===== config.mk =====
export PLATFORM = sky130hd
export DESIGN_NAME = pipeline_hazard_sequencer_flat
export DESIGN_NICKNAME = d
export VERILOG_FILES = /design/src/rtl/hazard_pkg.sv /design/src/rtl/pipeline_hazard_sequencer_if.sv /design/src/rtl/hazard_reg_match.sv /design/src/rtl/pipeline_hazard_sequencer.sv /design/src/flat_wrapper.sv
export SDC_FILE = /design/constraint.sdc
export NUM_CORES = 1
export LEC_CHECK = 0
export ABC_CLOCK_PERIOD_IN_PS = 2600
export CAP_MARGIN = 10
export CORE_UTILIZATION = 34
export CTS_CLUSTER_SIZE = 8
export DETAILED_ROUTE_END_ITERATION = 6
export PLACE_DENSITY = 0.87
export RECOVER_POWER = 25
export SETUP_SLACK_MARGIN = 0.4
export SKIP_LAST_GASP = 1
export SLEW_MARGIN = 10
export SYNTH_ARGS = -nofsm -noshare
export SYNTH_HDL_FRONTEND = slang
export SYNTH_SLANG_ARGS = --single-unit

===== constraint.sdc =====
create_clock -name Clk -period 2.6 [get_ports Clk]
set_input_delay 0.39 -clock Clk [delete_from_list [all_inputs] [get_ports Clk]]
set_output_delay 0.39 -clock Clk [all_outputs]
set_load 0.1 [all_outputs]

===== src/rtl/hazard_pkg.sv =====
// Shared types and constants for the pipeline hazard sequencer.
package hazard_pkg;

  localparam int unsigned REG_W                 = 5;
  localparam int unsigned DEF_CNT_W             = 2;
  localparam int unsigned DEF_LOAD_BRANCH_STALL = 2;
  localparam int unsigned DEF_STAT_W            = 16;

  localparam logic [REG_W-1:0] REG_ZERO = 5'd0;

  typedef enum logic {
    RUN   = 1'b0,
    STALL = 1'b1
  } state_e;

endpackage


===== src/rtl/pipeline_hazard_sequencer_if.sv =====
// Pipeline-side signal bundle of the hazard sequencer; HAZARD_STATS_EN adds the stats outputs.
interface pipeline_hazard_sequencer_if
`ifdef HAZARD_STATS_EN
  #(parameter int unsigned STAT_W = hazard_pkg::DEF_STAT_W)
`endif
  ;
  import hazard_pkg::*;

  logic [REG_W-1:0] IF_ID_Rs;
  logic [REG_W-1:0] IF_ID_Rt;
  logic             id_uses_rt;
  logic             id_branch;
  logic             id_jr;
  logic             id_jump;
  logic             branch_taken;
  logic [REG_W-1:0] ID_EX_Rd;
  logic             ID_EX_RegWrite;
  logic             ID_EX_MemRead;
  logic [REG_W-1:0] EX_MEM_Rd;
  logic             EX_MEM_MemRead;
  logic             PCWrite;
  logic             IF_ID_Write;
  logic             IF_ID_Flush;
  logic             ControlZero;
  logic             stalling;
`ifdef HAZARD_STATS_EN
  logic [STAT_W-1:0] stall_cycles;
  logic [STAT_W-1:0] flush_count;
`endif

  modport master (
    output IF_ID_Rs, IF_ID_Rt, id_uses_rt, id_branch, id_jr, id_jump, branch_taken,
           ID_EX_Rd, ID_EX_RegWrite, ID_EX_MemRead, EX_MEM_Rd, EX_MEM_MemRead,
    input  PCWrite, IF_ID_Write, IF_ID_Flush, ControlZero, stalling
`ifdef HAZARD_STATS_EN
    , input stall_cycles, flush_count
`endif
  );

  modport slave (
    input  IF_ID_Rs, IF_ID_Rt, id_uses_rt, id_branch, id_jr, id_jump, branch_taken,
           ID_EX_Rd, ID_EX_RegWrite, ID_EX_MemRead, EX_MEM_Rd, EX_MEM_MemRead,
    output PCWrite, IF_ID_Write, IF_ID_Flush, ControlZero, stalling
`ifdef HAZARD_STATS_EN
    , output stall_cycles, flush_count
`endif
  );

endinterface


===== src/rtl/hazard_reg_match.sv =====
// Matches one producer destination against the ID instruction's source registers.
module hazard_reg_match
  import hazard_pkg::*;
(
  input  logic [REG_W-1:0] rd,
  input  logic             en,
  input  logic [REG_W-1:0] rs,
  input  logic [REG_W-1:0] rt,
  input  logic             rt_read,
  output logic             hit
);

  // $zero is never a real dependency
  assign hit = en && (rd != REG_ZERO) && ((rd == rs) || (rt_read && (rd == rt)));

endmodule


===== src/rtl/pipeline_hazard_sequencer.sv =====
// Stall/flush controller for a 5-stage pipeline with ID-resolved branches and jr.
// Optional saturating statistics counters under HAZARD_STATS_EN.
module pipeline_hazard_sequencer
  import hazard_pkg::*;
#(
  parameter int unsigned CNT_W             = DEF_CNT_W,
  parameter int unsigned LOAD_BRANCH_STALL = DEF_LOAD_BRANCH_STALL,
  parameter int unsigned STAT_W            = DEF_STAT_W
) (
  input logic                        Clk,
  input logic                        Rst,
  pipeline_hazard_sequencer_if.slave bus
);

  if ((LOAD_BRANCH_STALL == 0) || (LOAD_BRANCH_STALL > ((2 ** CNT_W) - 1))) begin : g_bad_lbs
    $error("LOAD_BRANCH_STALL must be in 1..2^CNT_W-1");
  end
  if (STAT_W == 0) begin : g_bad_stat_w
    $error("STAT_W must be non-zero");
  end

  state_e             state_q, state_d;
  logic [CNT_W-1:0]   cnt_q, cnt_d;
  logic [CNT_W-1:0]   need;
  logic               rt_read, id_consumer, redirect;
  logic               ex_ld_hit, ex_alu_hit, mem_ld_hit;
  logic               pc_write, if_id_write, if_id_flush, control_zero, stalling;

  assign rt_read     = bus.id_uses_rt | bus.id_branch;
  assign id_consumer = bus.id_branch | bus.id_jr;
  assign redirect    = bus.id_jump | bus.id_jr | (bus.id_branch & bus.branch_taken);

  hazard_reg_match u_ex_ld (
    .rd(bus.ID_EX_Rd), .en(bus.ID_EX_MemRead),
    .rs(bus.IF_ID_Rs), .rt(bus.IF_ID_Rt), .rt_read(rt_read), .hit(ex_ld_hit)
  );
  hazard_reg_match u_ex_alu (
    .rd(bus.ID_EX_Rd), .en(bus.ID_EX_RegWrite & ~bus.ID_EX_MemRead),
    .rs(bus.IF_ID_Rs), .rt(bus.IF_ID_Rt), .rt_read(rt_read), .hit(ex_alu_hit)
  );
  hazard_reg_match u_mem_ld (
    .rd(bus.EX_MEM_Rd), .en(bus.EX_MEM_MemRead),
    .rs(bus.IF_ID_Rs), .rt(bus.IF_ID_Rt), .rt_read(rt_read), .hit(mem_ld_hit)
  );

  // Required bubbles; the load-in-EX term always dominates the single-bubble terms
  always_comb begin
    need = '0;
    if ((ex_alu_hit | mem_ld_hit) & id_consumer) need = CNT_W'(1);
    if (ex_ld_hit) need = id_consumer ? CNT_W'(LOAD_BRANCH_STALL) : CNT_W'(1);
  end

  always_comb begin
    state_d      = state_q;
    cnt_d        = cnt_q;
    pc_write     = 1'b1;
    if_id_write  = 1'b1;
    if_id_flush  = 1'b0;
    control_zero = 1'b0;
    stalling     = 1'b0;
    if (Rst) begin
      pc_write     = 1'b0;
      if_id_write  = 1'b0;
      if_id_flush  = 1'b1;
      control_zero = 1'b1;
    end else begin
      case (state_q)
        RUN: begin
          if (need != '0) begin
            pc_write     = 1'b0;
            if_id_write  = 1'b0;
            control_zero = 1'b1;
            cnt_d        = need - CNT_W'(1);
            state_d      = (cnt_d != '0) ? STALL : RUN;
          end else if (redirect) begin
            if_id_flush = 1'b1;
          end
        end
        STALL: begin
          // Hazard inputs are ignored here; the counter alone ends the stall
          pc_write     = 1'b0;
          if_id_write  = 1'b0;
          control_zero = 1'b1;
          stalling     = 1'b1;
          cnt_d        = cnt_q - CNT_W'(1);
          if (cnt_q == CNT_W'(1)) state_d = RUN;
        end
        default: state_d = RUN;
      endcase
    end
  end

  always_ff @(posedge Clk) begin
    if (Rst) begin
      state_q <= RUN;
      cnt_q   <= '0;
    end else begin
      state_q <= state_d;
      cnt_q   <= cnt_d;
    end
  end

  assign bus.PCWrite     = pc_write;
  assign bus.IF_ID_Write = if_id_write;
  assign bus.IF_ID_Flush = if_id_flush;
  assign bus.ControlZero = control_zero;
  assign bus.stalling    = stalling;

`ifdef HAZARD_STATS_EN
  logic [STAT_W-1:0] stall_cycles_q, stall_cycles_d;
  logic [STAT_W-1:0] flush_count_q, flush_count_d;

  // Saturating event counters, idle while reset is held
  always_comb begin
    stall_cycles_d = stall_cycles_q;
    flush_count_d  = flush_count_q;
    if (!Rst && !pc_write && !(&stall_cycles_q)) stall_cycles_d = stall_cycles_q + STAT_W'(1);
    if (!Rst && if_id_flush && !(&flush_count_q)) flush_count_d = flush_count_q + STAT_W'(1);
  end

  always_ff @(posedge Clk) begin
    if (Rst) begin
      stall_cycles_q <= '0;
      flush_count_q  <= '0;
    end else begin
      stall_cycles_q <= stall_cycles_d;
      flush_count_q  <= flush_count_d;
    end
  end

  assign bus.stall_cycles = stall_cycles_q;
  assign bus.flush_count  = flush_count_q;
`endif

endmodule

===== src/flat_wrapper.sv =====
// flat-port wrapper written by rule: the top's interface ports become plain ports
module pipeline_hazard_sequencer_flat import hazard_pkg::*;
#(
  parameter int unsigned CNT_W             = DEF_CNT_W,
  parameter int unsigned LOAD_BRANCH_STALL = DEF_LOAD_BRANCH_STALL,
  parameter int unsigned STAT_W            = DEF_STAT_W
)
  (Clk, Rst, bus_IF_ID_Rs, bus_IF_ID_Rt, bus_id_uses_rt, bus_id_branch, bus_id_jr, bus_id_jump, bus_branch_taken, bus_ID_EX_Rd, bus_ID_EX_RegWrite, bus_ID_EX_MemRead, bus_EX_MEM_Rd, bus_EX_MEM_MemRead, bus_PCWrite, bus_IF_ID_Write, bus_IF_ID_Flush, bus_ControlZero, bus_stalling);
  pipeline_hazard_sequencer_if bus_i ();
  input logic Clk;
  input logic Rst;
  input wire logic [$bits(bus_i.IF_ID_Rs)-1:0] bus_IF_ID_Rs;
  input wire logic [$bits(bus_i.IF_ID_Rt)-1:0] bus_IF_ID_Rt;
  input wire logic [$bits(bus_i.id_uses_rt)-1:0] bus_id_uses_rt;
  input wire logic [$bits(bus_i.id_branch)-1:0] bus_id_branch;
  input wire logic [$bits(bus_i.id_jr)-1:0] bus_id_jr;
  input wire logic [$bits(bus_i.id_jump)-1:0] bus_id_jump;
  input wire logic [$bits(bus_i.branch_taken)-1:0] bus_branch_taken;
  input wire logic [$bits(bus_i.ID_EX_Rd)-1:0] bus_ID_EX_Rd;
  input wire logic [$bits(bus_i.ID_EX_RegWrite)-1:0] bus_ID_EX_RegWrite;
  input wire logic [$bits(bus_i.ID_EX_MemRead)-1:0] bus_ID_EX_MemRead;
  input wire logic [$bits(bus_i.EX_MEM_Rd)-1:0] bus_EX_MEM_Rd;
  input wire logic [$bits(bus_i.EX_MEM_MemRead)-1:0] bus_EX_MEM_MemRead;
  output wire logic [$bits(bus_i.PCWrite)-1:0] bus_PCWrite;
  output wire logic [$bits(bus_i.IF_ID_Write)-1:0] bus_IF_ID_Write;
  output wire logic [$bits(bus_i.IF_ID_Flush)-1:0] bus_IF_ID_Flush;
  output wire logic [$bits(bus_i.ControlZero)-1:0] bus_ControlZero;
  output wire logic [$bits(bus_i.stalling)-1:0] bus_stalling;
  assign bus_i.IF_ID_Rs = bus_IF_ID_Rs;
  assign bus_i.IF_ID_Rt = bus_IF_ID_Rt;
  assign bus_i.id_uses_rt = bus_id_uses_rt;
  assign bus_i.id_branch = bus_id_branch;
  assign bus_i.id_jr = bus_id_jr;
  assign bus_i.id_jump = bus_id_jump;
  assign bus_i.branch_taken = bus_branch_taken;
  assign bus_i.ID_EX_Rd = bus_ID_EX_Rd;
  assign bus_i.ID_EX_RegWrite = bus_ID_EX_RegWrite;
  assign bus_i.ID_EX_MemRead = bus_ID_EX_MemRead;
  assign bus_i.EX_MEM_Rd = bus_EX_MEM_Rd;
  assign bus_i.EX_MEM_MemRead = bus_EX_MEM_MemRead;
  assign bus_PCWrite = bus_i.PCWrite;
  assign bus_IF_ID_Write = bus_i.IF_ID_Write;
  assign bus_IF_ID_Flush = bus_i.IF_ID_Flush;
  assign bus_ControlZero = bus_i.ControlZero;
  assign bus_stalling = bus_i.stalling;
  pipeline_hazard_sequencer #(.CNT_W(CNT_W), .LOAD_BRANCH_STALL(LOAD_BRANCH_STALL), .STAT_W(STAT_W)) u_core (.Clk(Clk), .Rst(Rst), .bus(bus_i));
endmodule

==> results of run 1 <==
==> layer usage <==
| layer | global-route usage [%] | vias to the layer above |
|---|---|---|
| li1 | - | 359 |
| met1 | 33.87 | 366 |
| met2 | 53.13 | 40 |
| met3 | 6.522 | 10 |
| met4 | 8.065 | 0 |
| met5 | 0 | - |
==> repair_timing <==
| item | 4_1_cts | 5_1_grt |
|---|---|---|
| pin swaps | 16 | 19 |
| resized for setup | 67 | 35 |
| buffers inserted | 3 | 2 |
| setup endpoints to repair | 6 | 6 |
| endpoints found under the hold margin | 0 | 0 |
==> area by class of cell <==
cell class	count	area, um2	area share, %
multi-input combinational	63	570.5	48.36
sequential	3	60.06	5.090
tap	15	18.77	1.591
clock buffer	4	26.28	2.227
inverter	2	7.507	0.6363
timing repair buffer	53	496.7	42.10
==> how the worst max path moves through the flow <==
stage	start	end	slack [ps]
final	bus_EX_MEM_Rd[3]	bus_ControlZero	-90
after global routing	bus_ID_EX_Rd[2]	bus_ControlZero	-130
after CTS	bus_EX_MEM_Rd[3]	bus_ControlZero	-40
after detailed placement	bus_ID_EX_Rd[1]	bus_ControlZero	-440
after global placement	bus_ID_EX_Rd[2]	bus_ControlZero	-380
after floorplan	bus_EX_MEM_Rd[1]	bus_ControlZero	-630
==> flip-flops by register name, summed over array words and instances, names as in the netlist <==
signal,flops
u_core.cnt_q,2
u_core.state_q,1
==> cell usage after synthesis (all sizes together), types with 2 or more instances <==
master	count	share of area, %
ha	2	4.8
a21oi	5	6.2
dfxtp	3	12
nand3	2	1.9
nand3b	3	4.3
xor2	11	18
inv	2	1.4
nand2b	4	4.8
xnor2	9	15
nor2	9	6.5
nor3	4	3.8
==> power by group through the flow <==
stage / Clock, W / Sequential, W / Combinational, W
after detailed placement: 0 / 0.0000537 / 0.000222
after global routing: 0.0000870 / 0.0000537 / 0.000260
after CTS: 0.0000814 / 0.0000534 / 0.000220
after global placement: 0 / 0.0000534 / 0.000214
final: 0.0000799 / 0.0000534 / 0.000249
after floorplan: 0 / 0.0000530 / 0.000114
==> worst min-delay path: cells and delay by family (launching register included) <==
kind	cells	cell delay (ps)
flip-flops	1	310
AND/OR/NAND/NOR	1	80
AO/OA/AOI/OAI	1	80
==> cell families after synthesis <==
kind of cell               count (synthesis)  share of synthesized area, %
AOI/OAI and AO/OA                         12                         17.75
and+or+nand+nor                           29                         29.50
buffers and inverters                      3                         2.879
adders and majority gates                  2                         4.795
xor gates and xnor gates                  20                         33.57
DFF                                        3                         11.51
==> metrics by stage <==
step	std cells	hold WS (ps)	utilization, %	setup slack, ps
detailed placement	131	532.2	77.56	-444.7
floorplan	69	459.1	-	-630.0
finish	140	533.4	86.36	-93.03
global placement	131	520.2	77.56	-381.3
global route	140	570.8	86.36	-133.9
CTS	138	536.7	80.04	-41.46
==> impl_summary.txt, run 1 <==
----------------------------------------------------
[Run status]
  Run status ... complete, but fails checks
  Violated checks ... negative setup slack

[Critical path]
  Reg-to-Reg Start ... u_core.cnt_q[1]$_SDFFE_PP0P_
  Startpoint class of the critical path ... input pin
  R2R Path End ... u_core.cnt_q[1]$_SDFFE_PP0P_
  Crit path largest cell delay ... 520 ps
  Setup slack on the worst flop-to-flop path ... ~1600 ps
  Arr. time, crit path ... 2300 ps
  Logic depth of the worst setup path including buffers ... 10
  Top fanout value on the critical path ... 3
  Crit path capture type ... primary output
  Setup Crit Path Kind ... input pin to primary output
  Number of buffers and inverters on the critical path ... 3
  Slowest cell on the critical path ... sky130_fd_sc_hd__or4_4
  Cell depth of the worst flop-to-flop path ... 4
  Required time at the worst-slack endpoint ... about 2200 ps
  Ordered cell list for the critical path ... buf_6 -> or4_4 -> o221a_4 -> a21oi_4 -> o211a_1 -> ha_4 -> nand2b_4 -> nor2_4 -> inv_2 -> buf_12
  Crit path max-delay family ... simple AND/OR/NAND/NOR gates

[Synthesis]
  Register bit total from synthesis ... 3
  Synth Warn # ... 0
  Fraction of synthesis flops using an asynchronous set or reset pin ... 0%
  Instance count of the mapped netlist ... 69
  Leading register cell type out of synthesis ... sky130_fd_sc_hd__dfxtp_1
  Mapped cell area ... 521.8 um2
  Synthesized area per cell ... 7.562 um2
  Synth cell types ... 27
  Sequential-to-total area share from yosys stat ... 11.51%
  Net count of the mapped netlist ... 101
  Number of flops mapped to enable cells by yosys ... 0

[Power]
  Power share of the sequential group ... 14.0%
  Share of power burned in combinational logic ... 65.1%
  Switching power ... around 0.00016 W
  Power consumption ... roughly 0.00038 W
  Power Density ... 323.7 mW/mm2
  Cell-internal power ... 0.0002255 W
  Maximum resistive drop on vdd ... 0.2906 mV
  Leak ... 0.5010 nW
  Clk network pwr share ... 20.9%
  Switching portion of total power ... approximately 41%

[STA]
  Crit share post-route ... 103.6%
  Total of endpoints with negative setup slack in the final report ... 4
  Final number of hold-violating endpoints ... 0
  Max-slew headroom at the worst pin ... 78.49%
  Number of pins exceeding their max-slew limit in the final report ... 0
  Slew of the pin with the lowest slew margin ... 322.3 ps
  Highest Clock Rate ... 371.3 MHz
  Clock skew after layout ... 5.599 ps
  Unrepaired setup endpoints after global routing ... true
  Post-layout minimum cycle time ... approximately 2700 ps
  Final critical-path setup slack ... -93.03 ps
  Setup total negative slack ... -297.4 ps

[Finish]
  Area overhead of the layout relative to synthesis ... 126.1%
  Fraction of layout cells with a size suffix above 1 ... 55.20%
  Most common cell after layout, fill and taps aside ... sky130_fd_sc_hd__buf_4
  Final Net Count ... 158
  Number of diodes added for antenna fixing ... 0
  Commonest cells after routing, fill and taps aside ... 17 x sky130_fd_sc_hd__buf_4, 10 x sky130_fd_sc_hd__buf_6, 9 x sky130_fd_sc_hd__xor2_1
  Post-route cell area ... 0.001180 mm2
  Filler Cells Inserted ... 67

[Routing]
  1st-pass router iterations ... 4
  Total wire length ... 2641 um
  Wire length on met1 ... 1070 um
  Sum of met2 wire segment lengths after detailed routing ... 1324 um
  Metal3 WL ... around 180 um
  Mean number of vias per cell ... between 5 and 6
  Total number of vias ... 775
  Iter 0 DRT Violations ... 35
  Topmost layer with routed signal wires ... met4
  Post-detailed-route count of antenna-violating nets ... 0
  Average wire per cell in the routed design ... 18.86 um
  Post-route DRC violation count ... 0

[Flow run]
  Maximum Capacitance Violations ... 0

[Die]
  Core Footprint ... 0.001366 mm2
  DIE AREA ... 0.001695 mm2
  Width of the chip ... 41.18 um
  Die span in y ... 41.18 um
  Number of top-level pins ... 35
  Initial Utilization ... 38.19%
  Count of standard-cell rows ... 13

[Placed design]
  Half-perimeter wire length of the detailed placement result ... 1736 um
  Total cell area at the placement stage ... 0.001060 mm2
  RD Place Congestion ... 0.8771
  # port buffers ... 34

[CTS]
  Clock-pin slew on the worst setup and hold paths ... 30 ps
  Clock insertion delay at the later pin of the skew report ... 230 ps
  TritonCTS buffer count ... 3
  Quantity of hold-fixing buffers added after cts ... 0
  Maximum number of buffers from clock root to sink ... 2
  CTS Root Buffer Type ... sky130_fd_sc_hd__clkbuf_4
  TritonCTS clock tree ... built
  # H-tree levels ... 1
  CTS sink cnt ... 3

[Min path]
  Worst hold path cell count ... 2
  Hold Path Sink ... u_core.cnt_q[0]$_SDFFE_PP0P_
  Critical hold path startpoint ... u_core.cnt_q[0]$_SDFFE_PP0P_
  Worst hold path type ... flip-flop to flip-flop

[Global routing]
  Pin count of the biggest net entering global routing ... 10
  Number of global-route vias before repair ... around 730
  Initial antenna violation count ... 0
  Wire length of the first global-routing pass ... roughly 3300 um
  Total global routing overflow ... 0
  Combined global-route utilization of all metal layers ... roughly 30%

----------------------------------------------------
Power figures use the tool's default switching activity.
==> inputs of run 2 (changes only) <==
--- a/config.mk
+++ b/config.mk
@@ -5,7 +5,7 @@
 export SDC_FILE = /design/constraint.sdc
 export NUM_CORES = 1
 export LEC_CHECK = 0
-export ABC_CLOCK_PERIOD_IN_PS = 2600
+export ABC_CLOCK_PERIOD_IN_PS = 2690
 export CAP_MARGIN = 10
 export CORE_UTILIZATION = 34
 export CTS_CLUSTER_SIZE = 8
==> constraint.sdc (replaced) <==
create_clock -name Clk -period 2.69 [get_ports Clk]
set_input_delay 0.4035 -clock Clk [delete_from_list [all_inputs] [get_ports Clk]]
set_output_delay 0.4035 -clock Clk [all_outputs]
set_load 0.1 [all_outputs]
==> run 2 against run 1 <==
Effect of this change: count of clock-buffer cells in the layout did not move; cell count fell by 2.1%; the flow now finishes without violations; hold slack improved by 24 ps; core utilization fell by 3.8 points; critical endpoint unchanged; clock skew barely moved; non-clock buffer count fell by 3; worst setup slack improved by 110 ps; final area fell by 4.5%; sequential power fell by 3%.
==> impl_summary.txt, run 2 (synthesis gave the netlist of run 1 again) <==
----------------------------------------------------
[Run status]
  Run status ... finished clean

[Finish]
  Largest registers ... u_core.cnt_q (2), u_core.state_q (1)
  Most common cell after layout, fill and taps aside ... sky130_fd_sc_hd__buf_4
  Final Net Count ... 155
  Post-route cell area ... 0.001127 mm2
  Sequential standard cell area ... approximately 60 um2
  Share of the core filled with cells in the final layout ... 82.51%
  Top register by number of flip-flops ... u_core.cnt_q
  Filler Cells Inserted ... 82
  Number of diodes added for antenna fixing ... 0
  Multi-input gate area in the final layout ... 575.6 um2
  Number of flip-flops in the largest register ... 2
  Commonest cells after routing, fill and taps aside ... 18 x sky130_fd_sc_hd__buf_4, 10 x sky130_fd_sc_hd__buf_2, 8 x sky130_fd_sc_hd__xor2_1, 8 x sky130_fd_sc_hd__xnor2_1, 7 x sky130_fd_sc_hd__clkdlybuf4s50_1
  Area overhead of the layout relative to synthesis ... 116.1%
  Fraction of layout cells with a size suffix above 1 ... between 50% and 60%

[Critical path]
  Required time at the worst-slack endpoint ... 2290 ps
  Number of buffers and inverters on the critical path ... 3
  R2R Path End ... u_core.cnt_q[1]$_SDFFE_PP0P_
  Ordered cell list for the critical path ... buf_6 -> or4_4 -> o221a_4 -> a21oi_2 -> o211a_1 -> ha_4 -> nand2b_4 -> nor2_4 -> inv_2 -> buf_12
  Startpoint class of the critical path ... input pin
  Crit path max-delay family ... simple AND/OR/NAND/NOR gates
  Reg-to-Reg Start ... u_core.cnt_q[1]$_SDFFE_PP0P_
  Crit path capture type ... primary output
  Arr. time, crit path ... 2260 ps
  Setup slack on the worst flop-to-flop path ... approximately 1700 ps
  Setup Crit Path Kind ... input pin to primary output
  Slowest cell on the critical path ... sky130_fd_sc_hd__or4_4
  Top fanout value on the critical path ... 3
  Cell depth of the worst flop-to-flop path ... 4
  Crit path largest cell delay ... 530 ps
  Setup crit start ... bus_EX_MEM_Rd[3]

[STA]
  Clock skew after layout ... 5.171 ps
  Post-layout minimum cycle time ... about 2700 ps
  Total of endpoints with negative setup slack in the final report ... 0
  Number of pins exceeding their max-slew limit in the final report ... 0
  Max-slew headroom at the worst pin ... around three quarters
  Slew of the pin with the lowest slew margin ... 368.7 ps
  Crit share post-route ... ~99%
  Unrepaired setup endpoints after global routing ... true
  Highest Clock Rate ... between 300 and 400 MHz
  Final critical-path setup slack ... 21.76 ps
  Final number of hold-violating endpoints ... 0

[Placed design]
  # port buffers ... 34
  Total cell area at the placement stage ... 0.001040 mm2
  Half-perimeter wire length of the detailed placement result ... 1661 um
  RD Place Congestion ... 0.8636
  Post-place setup slack ... -372.7 ps

[Die]
  Width of the chip ... 41.18 um
  Die span in y ... 41.18 um
  Number of top-level pins ... 35
  DIE AREA ... approximately 0.0017 mm2
  Core Footprint ... 0.001366 mm2
  Initial Utilization ... around two fifths
  Count of standard-cell rows ... 13

[Min path]
  Critical hold path startpoint ... u_core.cnt_q[0]$_SDFFE_PP0P_
  Worst hold path cell count ... 2
  Worst hold path type ... flip-flop to flip-flop
  Hold Path Sink ... u_core.cnt_q[0]$_SDFFE_PP0P_

[CTS]
  TritonCTS clock tree ... built
  # H-tree levels ... 1
  Clock-pin slew on the worst setup and hold paths ... 40 ps
  CTS sink cnt ... 3
  Clock insertion delay at the later pin of the skew report ... roughly 240 ps
  Maximum number of buffers from clock root to sink ... 2
  CTS Root Buffer Type ... sky130_fd_sc_hd__clkbuf_4
  TritonCTS buffer count ... 3

[Global routing]
  Total global routing overflow ... 0
  Combined global-route utilization of all metal layers ... 26.59%
  Number of global-route vias before repair ... 647
  Pin count of the biggest net entering global routing ... 10
  Wire length of the first global-routing pass ... 2884 um
  Initial antenna violation count ... 0

[Routing]
  1st-pass router iterations ... 4
  Average wire per cell in the routed design ... 18.30 um
  Iter 0 DRT Violations ... 21
  Mean number of vias per cell ... 5.460
  Post-detailed-route count of antenna-violating nets ... 0
  Total wire length ... 2507 um
  Total number of vias ... 748
  Post-route DRC violation count ... 0

[Flow run]
  Maximum Capacitance Violations ... 0

[Power]
  Maximum resistive drop on vdd ... around 0.25 mV
  Leak ... 0.4701 nW
  Power Density ... 319.2 mW/mm2

----------------------------------------------------
-- run 2: cell types whose count changed in the layout (fill, tap and decap cells not counted), moves of 2 or more --
| cell | change |
|---|---|
| sky130_fd_sc_hd__buf_2 | +6 |
| sky130_fd_sc_hd__buf_6 | -6 |
| sky130_fd_sc_hd__clkbuf_2 | -5 |
| sky130_fd_sc_hd__dlygate4sd2_1 | +2 |
| sky130_fd_sc_hd__xnor2_1 | +2 |
| sky130_fd_sc_hd__xnor2_2 | -2 |
-- run 2: repair_timing --
item	4_1_cts	5_1_grt
gates resized for setup	74	22
hold buffers	0	0
endpoints found under the hold margin	0	0
endpoints found under the setup margin	6	6
setup buffers	1	2
pin swaps	18	7
-- run 2: area by class of cell --
class / instances / area share, %
clock buffer: 4 / 2.331
inverter: 2 / 0.6659
multi-input combinational: 63 / 51.05
tap: 15 / 1.665
timing repair buffer: 50 / 38.96
sequential: 3 / 5.327
-- run 2: worst max path at each step --
stage                 endpoint  slack, ps  cells past startpoint
6_report       bus_ControlZero         20                     10
5_1_grt        bus_ControlZero       -110                     12
2_1_floorplan  bus_ControlZero       -570                      8
3_3_place_gp   bus_ControlZero       -320                     12
3_5_place_dp   bus_ControlZero       -370                     12
4_1_cts        bus_ControlZero         40                     10
-- run 2: tightest hold or removal path, delay by kind of cell (launching register included) --
kind	cells	cell delay (ps)
AO/OA/AOI/OAI	1	90
flip-flops	1	320
AND/OR/NAND/NOR	1	90
-- run 2: per-layer routing --
layer	vias to the layer above	track usage, %	part of all wire (%)
met2	25	51.17	56
met4	0	4.839	2.1
met1	365	30.87	38
met3	6	3.261	3.6
met5	-	0	0
li1	352	-	-
-- run 2: stage by stage --
| step | hold slack, ps | power, W | std cells | TNS (ps) |
|---|---|---|---|---|
| floorplan | 472.6 | 0.0001615 | 69 | -1068 |
| global placement | 522.3 | 0.0002569 | 130 | -1216 |
| detailed placement | 535.2 | 0.0002623 | 130 | -1596 |
| CTS | 558.8 | 0.0003421 | 135 | 0 |
| global route | 574.5 | 0.0003755 | 137 | -299.4 |
| finish | 557.6 | 0.0003598 | 137 | 0 |
-- run 2: power breakdown --
part / internal [W] / leakage (nW) / switching (W) / total [W]
registers: 0.0000484 / 0.0244 / 0.00000331 / 0.0000517
logic: 0.000104 / 0.431 / 0.000123 / 0.000227
clock network: 0.0000558 / 0.0150 / 0.0000256 / 0.0000814
total: 0.000208 / 0.470 / 0.000152 / 0.000360
